## config.mk

```make
export PLATFORM = sky130hd
export DESIGN_NAME = ws2812b_frame_scheduler
export DESIGN_NICKNAME = d
export VERILOG_FILES = /design/src/rtl/ws2812b_frame_scheduler.sv
export SDC_FILE = /design/constraint.sdc
export NUM_CORES = 1
export LEC_CHECK = 0
export BUFFER_PORTS_ARGS = -buffer_cell sky130_fd_sc_hd__buf_4
export CAP_MARGIN = 20
export CORE_ASPECT_RATIO = 1.2
export CORE_MARGIN = 1
export CORE_UTILIZATION = 60
export DETAILED_ROUTE_END_ITERATION = 6
export PLACE_DENSITY = 0.94
export SYNTH_ARGS = -nofsm -noshare
export SYNTH_HDL_FRONTEND = slang
export SYNTH_SLANG_ARGS = --single-unit
```

## constraint.sdc

```tcl
create_clock -name clk -period 7.3 [get_ports clk]
set_clock_uncertainty 0.1 [all_clocks]
set_input_delay 1.095 -clock clk [delete_from_list [all_inputs] [get_ports clk]]
set_output_delay 1.095 -clock clk [all_outputs]
set_load 0.01 [all_outputs]
```

## src/rtl/ws2812b_frame_scheduler.sv

```systemverilog
// ws2812b_frame_scheduler: per-frame snapshot, peak-hold, serializer start handshake and pixel colour lookup
module ws2812b_frame_scheduler #(
  parameter int LED_W = 8,
  parameter int FRAME_PERIOD = 1666667,
  parameter int PEAK_HOLD_FRAMES = 30,
  parameter int PEAK_DECAY_FRAMES = 4
) (
  input  logic             clk,
  input  logic             reset,
  input  logic             is_enable,
  input  logic [LED_W-1:0] level,
  input  logic [LED_W-1:0] max_count,
  input  logic [LED_W-1:0] thr_mid,
  input  logic [LED_W-1:0] thr_high,
  input  logic [23:0]      color_low,
  input  logic [23:0]      color_mid,
  input  logic [23:0]      color_high,
  input  logic [23:0]      color_peak,
  output logic             start_req,
  input  logic             start_ack,
  input  logic             frame_done,
  input  logic             pix_req,
  input  logic [LED_W-1:0] pix_idx,
  output logic             pix_valid,
  output logic [23:0]      pix_color,
  output logic [LED_W-1:0] peak_pos,
  output logic             busy,
  output logic [7:0]       overrun_cnt
);
  localparam int CW = $clog2(FRAME_PERIOD);
  localparam int HW = $clog2(PEAK_HOLD_FRAMES + 2);
  localparam int DW = $clog2(PEAK_DECAY_FRAMES + 1);
  localparam logic [2:0] IDLE = 3'd0, WAIT_TICK = 3'd1, LATCH = 3'd2, REQ = 3'd3, SEND = 3'd4;
  logic [2:0] state, nxt;
  logic [CW-1:0] cnt;
  logic [HW-1:0] hold;
  logic [DW-1:0] decay;
  logic [LED_W-1:0] lit, mx, tm, th, lit_n;
  logic [23:0] cl, cm, ch, cp, pc;
  logic tick;
  assign tick = is_enable && cnt == CW'(FRAME_PERIOD - 1);
  assign lit_n = level < max_count ? level : max_count;
  assign start_req = state == REQ;
  assign busy = state == REQ || state == SEND;
  always_comb begin
    nxt = state;
    case (state)
      IDLE:      nxt = is_enable ? WAIT_TICK : IDLE;
      WAIT_TICK: nxt = !is_enable ? IDLE : tick ? LATCH : WAIT_TICK;
      LATCH:     nxt = REQ;
      REQ:       nxt = start_ack ? SEND : !is_enable ? IDLE : REQ;
      SEND:      nxt = !frame_done ? SEND : is_enable ? WAIT_TICK : IDLE;
      default:   nxt = IDLE;
    endcase
  end
  // the peak marker is drawn even when it sits above the lit bar
  always_comb begin
    pc = 24'd0;
    if (pix_idx >= mx) pc = 24'd0;
    else if (peak_pos != '0 && pix_idx == peak_pos - 1'b1) pc = cp;
    else if (pix_idx < lit) pc = pix_idx < tm ? cl : pix_idx < th ? cm : ch;
  end
  always_ff @(posedge clk) begin
    if (reset) begin
      state <= IDLE;
      cnt <= '0;
      hold <= '0;
      decay <= '0;
      lit <= '0;
      mx <= '0;
      tm <= '0;
      th <= '0;
      cl <= '0;
      cm <= '0;
      ch <= '0;
      cp <= '0;
      peak_pos <= '0;
      overrun_cnt <= '0;
      pix_valid <= 1'b0;
      pix_color <= '0;
    end else begin
      state <= nxt;
      cnt <= (!is_enable || tick) ? '0 : cnt + 1'b1;
      if (tick && state != WAIT_TICK && overrun_cnt != 8'hff) overrun_cnt <= overrun_cnt + 1'b1;
      if (state == LATCH) begin
        lit <= lit_n;
        mx <= max_count;
        tm <= thr_mid;
        th <= thr_high;
        cl <= color_low;
        cm <= color_mid;
        ch <= color_high;
        cp <= color_peak;
        if (lit_n >= peak_pos) begin
          peak_pos <= lit_n;
          hold <= HW'(PEAK_HOLD_FRAMES);
          decay <= '0;
        end else if (hold != '0) hold <= hold - 1'b1;
        else if (decay == DW'(PEAK_DECAY_FRAMES - 1)) begin
          decay <= '0;
          peak_pos <= peak_pos - 1'b1;
        end else decay <= decay + 1'b1;
      end
      pix_valid <= pix_req;
      pix_color <= pix_req ? pc : 24'd0;
    end
  end
endmodule

```

Yosys cells after proc, flatten, opt, wreduce, memory -nomap -nowiden
Cells that the tools add are included.
Word-level totals
  flip-flop bits (word level): 201
  input bits: 142
Cells by class
  $add $sub $neg: 5
  $lt $le $gt $ge: 6
  eq/ne operators: 10
  muxes and demuxes: 20
  bitwise logic cells: 1
  reductions and logical operators: 17
Operators with widths (count)
  $mux 24: 4
  $lt 8x8->1: 4
  $mux 8: 4
  $add 21x1->21 const B: 1
  $eq 21x21->1 const B: 1
  $ge 8x8->1: 2
  $mux 3: 5
  $pmux 3 s5: 1
  $mux 5: 2
  $eq 3x2->1 const B: 3
  $add 8x1->8 const B: 1
  $eq 8x8->1: 1
  $ne 8x8->1 const B: 1
  $reduce_bool 8->1: 1
  $sub 8x1->8 const B: 1
  $mux 2: 3
  $reduce_bool 5->1: 1
  $sub 5x1->5 const B: 1
  $logic_and 1x1->1: 4
  $reduce_and 2->1: 2
  $reduce_bool 2->1: 2
  $add 3x1->3 const B: 1
  $eq 3x1->1 const B: 1
  $eq 3x3->1 const B: 1
  10 further kinds: 11

Depth between registers and ports, before layout
  word-level depth: 5
  depth in mapped cells: 15
  depth with buffers taken out: 14

Least setup slack after synthesis
OpenSTA, ideal clock, no wires.
  path kind: input -> register
  from: in max_count[5]
  to: reg peak_pos[3]
  setup time: 88 ps
  arrival time: 4241 ps
  required time: 7112 ps
  setup slack: 2870 ps
  stages: 14
  cell sequence: inv_1 -> ha_1 -> a21o_1 -> a21o_1 -> a221oi_4 -> mux2_2 -> ha_1 -> a21oi_1 -> nor2_1 -> or3_1 -> nor2_1 -> clkbuf_1 -> nand3_1 -> a311oi_2
Between the ends
  word-level cells in the longest chain between the ends: 5
  elaborated cells between the ends (all ways): 7
Ends and longest elaborated chain
  start, declared: RTL line 12  | input logic [LED_W-1:0] max_count,
  $lt 8x8->1 *: RTL line 42  | assign lit_n = level < max_count ? level : max_count;
  $mux 8 *: RTL line 42
  net lit_n[4]: RTL line 38  | logic [LED_W-1:0] lit, mx, tm, th, lit_n;
  $ge 8x8->1 *: RTL line 94  | if (lit_n >= peak_pos) begin
  $ne 2x2->1 (no source line) or $reduce_bool 2->1 (tied branches)
  $reduce_and 3->1 (no source line)
  end signal, assigned: RTL line 95  | peak_pos <= lit_n;
  end signal, assigned: RTL line 101  | peak_pos <= peak_pos - 1'b1;
  end, declared: RTL line 26  | output logic [LED_W-1:0] peak_pos,
The timed path passes the listed nets; every way through them passes the cells marked *.
A chain may end at the register's enable or synchronous reset.

Worst setup path after layout
  from: in level[1]
  to: reg peak_pos[3]
Between the ends
  word-level cells in the longest chain between the ends: 5
  elaborated cells between the ends (all ways): 7
Ends and longest elaborated chain
  start, declared: RTL line 11  | input logic [LED_W-1:0] level,
  $lt 8x8->1: RTL line 42
  $mux 8 *: RTL line 42
  $ge 8x8->1: RTL line 94
  $ne 2x2->1 (no source line) or $reduce_bool 2->1 (tied branches)
  $reduce_and 3->1 (no source line)
Mark *: on every way between the ends. The rest lies on a longest branch, timed or not.

==> summary.txt <==
Run status
  • Result of the run: completed

Synth
  • Mean area per synthesized cell: 8.059 sq um
  • Share of synthesized flip-flops with an asynchronous set or reset: 0%
  • Synthesized Nets: 1385
  • Library cell occupying the most area in the post-synthesis netlist: dfxtp_1
  • Yosys warning total: 0
  • Post-synth EDFFs: 0
  • Number of unique standard cell types used by synthesis: 67
  • Register area share after synthesis: 41.89%
  • Area share of the largest cell type after synthesis: between 40% and 50%
  • Gate count of the mapped netlist: 1192
  • Post-synth top flop: dfxtp_1
  • Combined area of all synthesized cells: 9607 sq um
  • Synth area leaders: dfxtp_1 (42%), nand2_1 (10%), a21oi_1 (7.1%)
  • Number of flip-flops and latches in the synthesized netlist: between 200 and 250

Min path
  • Origin of the worst min-delay path: ch[10]$_SDFFE_PP0P_
  • Count of cells along the worst hold path: 2
  • Hold Crit Class: flop to flop
  • Worst Hold End: ch[10]$_SDFFE_PP0P_

Global routing
  • Overflow left after global routing: 0
  • Pin count of the biggest net entering global routing: 111
  • Global router's overall resource usage: 31.98%
  • Vias in the first global route: 8671
  • Number of antenna violations at the first check in global routing: 1
  • Global-route wire length before repair: 42810 um

Drt
  • First-iteration detailed-routing DRC count: 854
  • Number of iterations in the first detailed-routing pass: 5
  • Average routed wire per standard cell: about 18 um
  • Total Wirelength: 27200 um
  • Post-route DRC: 0
  • Overall via count from detail_route: 9025
  • Number of nets with antenna violations after detailed routing: 0
  • Avg Vias per Cell: 5.811

Worst setup path
  • Required time reported for the critical path endpoint: ~7.6 ns
  • Data arrival time of the critical path: 4.95 ns
  • Origin of the critical flop-to-flop path: peak_pos[0]$_SDFFE_PP0P_
  • Worst-case register-to-register setup slack: 3.76 ns
  • Kind of start point of the critical path: input port
  • Peak fanout along the critical path: 11
  • Critical register-to-register path endpoint: pix_color[13]$_SDFF_PP0_
  • Worst reg2reg path depth: 8
  • CP endpoint kind: flop
  • Path type of the worst setup path: input port to flop

Final layout
  • Area used by multi-input combinational logic: 4989 sq um
  • Final net count: about 1500
  • Commonest non-fill, non-tap cells in the layout: nand2_1 (266), dfxtp_1 (201), buf_4 (191)
  • # fillers: 1125
  • P&R area growth vs syn: 21.46%
  • Fraction of layout instances using a drive strength above 1: approximately a fifth
  • Most common library cell in the layout ignoring fill and taps: nand2_1
  • Sequential Area: slightly above 4000 sq um

STA
  • Maximum clock rate: 0.2153 GHz
  • Final hold viol count: 0
  • Part of the cycle the worst path needs: 63.62%
  • Actual slew at the worst max-slew pin: between 1 and 1.5 ns
  • Hold slack final: around 0.35 ns
  • Time the worst path needs with I/O delays and setup: between 4 and 5 ns
  • Worst slew slack as a fraction of its limit: 23.35%
  • Unrepaired setup endpoints after global routing: false
  • Final worst-path setup slack: 2.656 ns
  • Setup TNS: 0 ns
  • Max-slew violations: 0
  • Number of setup violations in the final report: 0

Die
  • Std-Cell Rows: 50
  • Initial core utilization: 61.42%
  • Die height: 140.6 um
  • Die X: 117.5 um
  • Placeable Area: 15640 sq um
  • Area of the die: 16520 sq um
  • I/O pin total: about 190

Clock network
  • Post-cts repair resize count: 0
  • Clock buffer depth: 3
  • Num Clock Sinks: 201
  • Count of hold-fix buffers inserted at cts: 0
  • H-tree levels: 1
  • Buffers inserted during post-CTS setup optimization: 0
  • Root buffer cell: clkbuf_16
  • TritonCTS clock tree: yes
  • Latest clock arrival within the worst-skew pair: 0.50 ns
  • CTS Buf Count: 20
  • Post-CTS clock slew at the launch and capture registers of the worst setup and hold paths: 0.06 ns

Power and ir drop
  • Sw frac: a little under a quarter
  • Maximum resistive drop on vdd: 0.1532 mV
  • Total net switching power: 0.0005393 W
  • Sequential group share of total power: 47.0%
  • Combinational fraction of design power: 9.1%
  • Internal cell power: 0.001805 W
  • Reported leakage power: between 4 and 5 nW
  • Power per unit of standard cell area: 200.9 nW/um^2
  • Power share of the clock group: 44.0%

Placement
  • Hpwl dp: around 19000 um
  • Worst slack at placement: 2.181 ns
  • Routability cong.: 0.8778
  • IO buf count: 184

Flow run
  • Number of max-capacitance violations reported: 0
Yosys cell counts (6+ instances only):
library cell and count:
dfxtp_1 201, a21o_1 6, buf_2 7, nor3_1 17, a21oi_1 136, nand3_1 25, a21boi_0 25, o21ai_0 16
inv_1 81, nand2_1 266, nor2_1 83, o32ai_1 24, xnor2_1 20, clkbuf_1 61, a31oi_1 9, nand4_1 13
nand2b_1 9, xor2_1 12, a211oi_1 34, ha_1 51
metrics by stage:
stage	total power (W)	area, sq um	utilization, %	std cells
2_1_floorplan	0.001229	9607	-	1192
3_3_place_gp	0.001328	11010	70.40	1518
3_5_place_dp	0.001332	11010	70.40	1518
4_1_cts	0.002344	11670	74.59	1552
5_1_grt	0.002410	11670	74.61	1553
6_report	0.002344	11670	74.61	1553
state kept, by name, summed over array words and instances, names as in the netlist:
register and flops:
decay 3, pix_valid 1, peak_pos 8, state 3, hold 5, ch 24
pix_color 24, cnt 21, tm 8, th 8, overrun_cnt 8, cl 24
cp 24, mx 8, lit 8, cm 24
worst max path at each step:
stage                      start                        to  slack (ns)  cells after the start
CTS                     level[1]  peak_pos[3]$_SDFFE_PP0P_        2.68                     13
finish                  level[1]  peak_pos[3]$_SDFFE_PP0P_        2.66                     13
detailed placement      level[1]  peak_pos[3]$_SDFFE_PP0P_        2.18                     13
floorplan           max_count[5]  peak_pos[3]$_SDFFE_PP0P_        2.87                     14
global placement        level[1]  peak_pos[3]$_SDFFE_PP0P_        2.26                     13
global route        max_count[1]      hold[3]$_SDFFE_PP0P_        2.39                     13
final cells by class:
class                      count  share of cell area (%)
clock buffer                  29                   5.190
inverter                      81                   2.606
multi-input combinational    837                   42.75
antenna                        1                 0.02145
clock inverter                 5                  0.4289
tap                          208                   2.230
timing repair buffer         191                   12.29
sequential                   201                   34.48
cell families (layout without fill, tap and decap cells):
family,count (synthesis),count (layout),share of synthesized area (%)
multiplexers,11,11,1.420
AND/OR/NAND/NOR,458,458,21.32
flip-flops,201,201,41.89
AO/OA/AOI/OAI,285,285,19.43
XOR/XNOR,32,32,2.917
adder cells (fa/ha/maj),51,51,6.642
buffers and inverters,154,306,6.382
other,0,1,0
power groups by stage:
stage                     combinational (W)  sequential (W)  clock, W
after floorplan                    0.000104         0.00113         0
after global routing               0.000228         0.00110   0.00108
final                              0.000213         0.00110   0.00103
after detailed placement           0.000206         0.00113         0
after CTS                          0.000208         0.00110   0.00104
after global placement             0.000203         0.00113         0
worst max-delay path, stage by stage:
cell      delay [ns]
buf_4           0.12
ha_1            0.28
a2111o_1        0.41
a221oi_4        0.53
mux2_2          0.43
inv_1           0.08
ha_1            0.22
nand2b_1        0.15
a211oi_1        0.30
nor3_1          0.14
nor2_1          0.68
nand3_1         0.21
a311oi_2        0.29
routing by layer:
| layer | GRT usage, % | part of all wire [%] | vias to the layer above |
|---|---|---|---|
| met5 | 0 | 0 | - |
| met4 | 16.13 | 4.8 | 0 |
| met3 | 5.542 | 7.3 | 87 |
| met2 | 55.03 | 49 | 383 |
| met1 | 38.54 | 39 | 4206 |
| li1 | - | - | 4349 |
(Power assumes the default switching activity.)
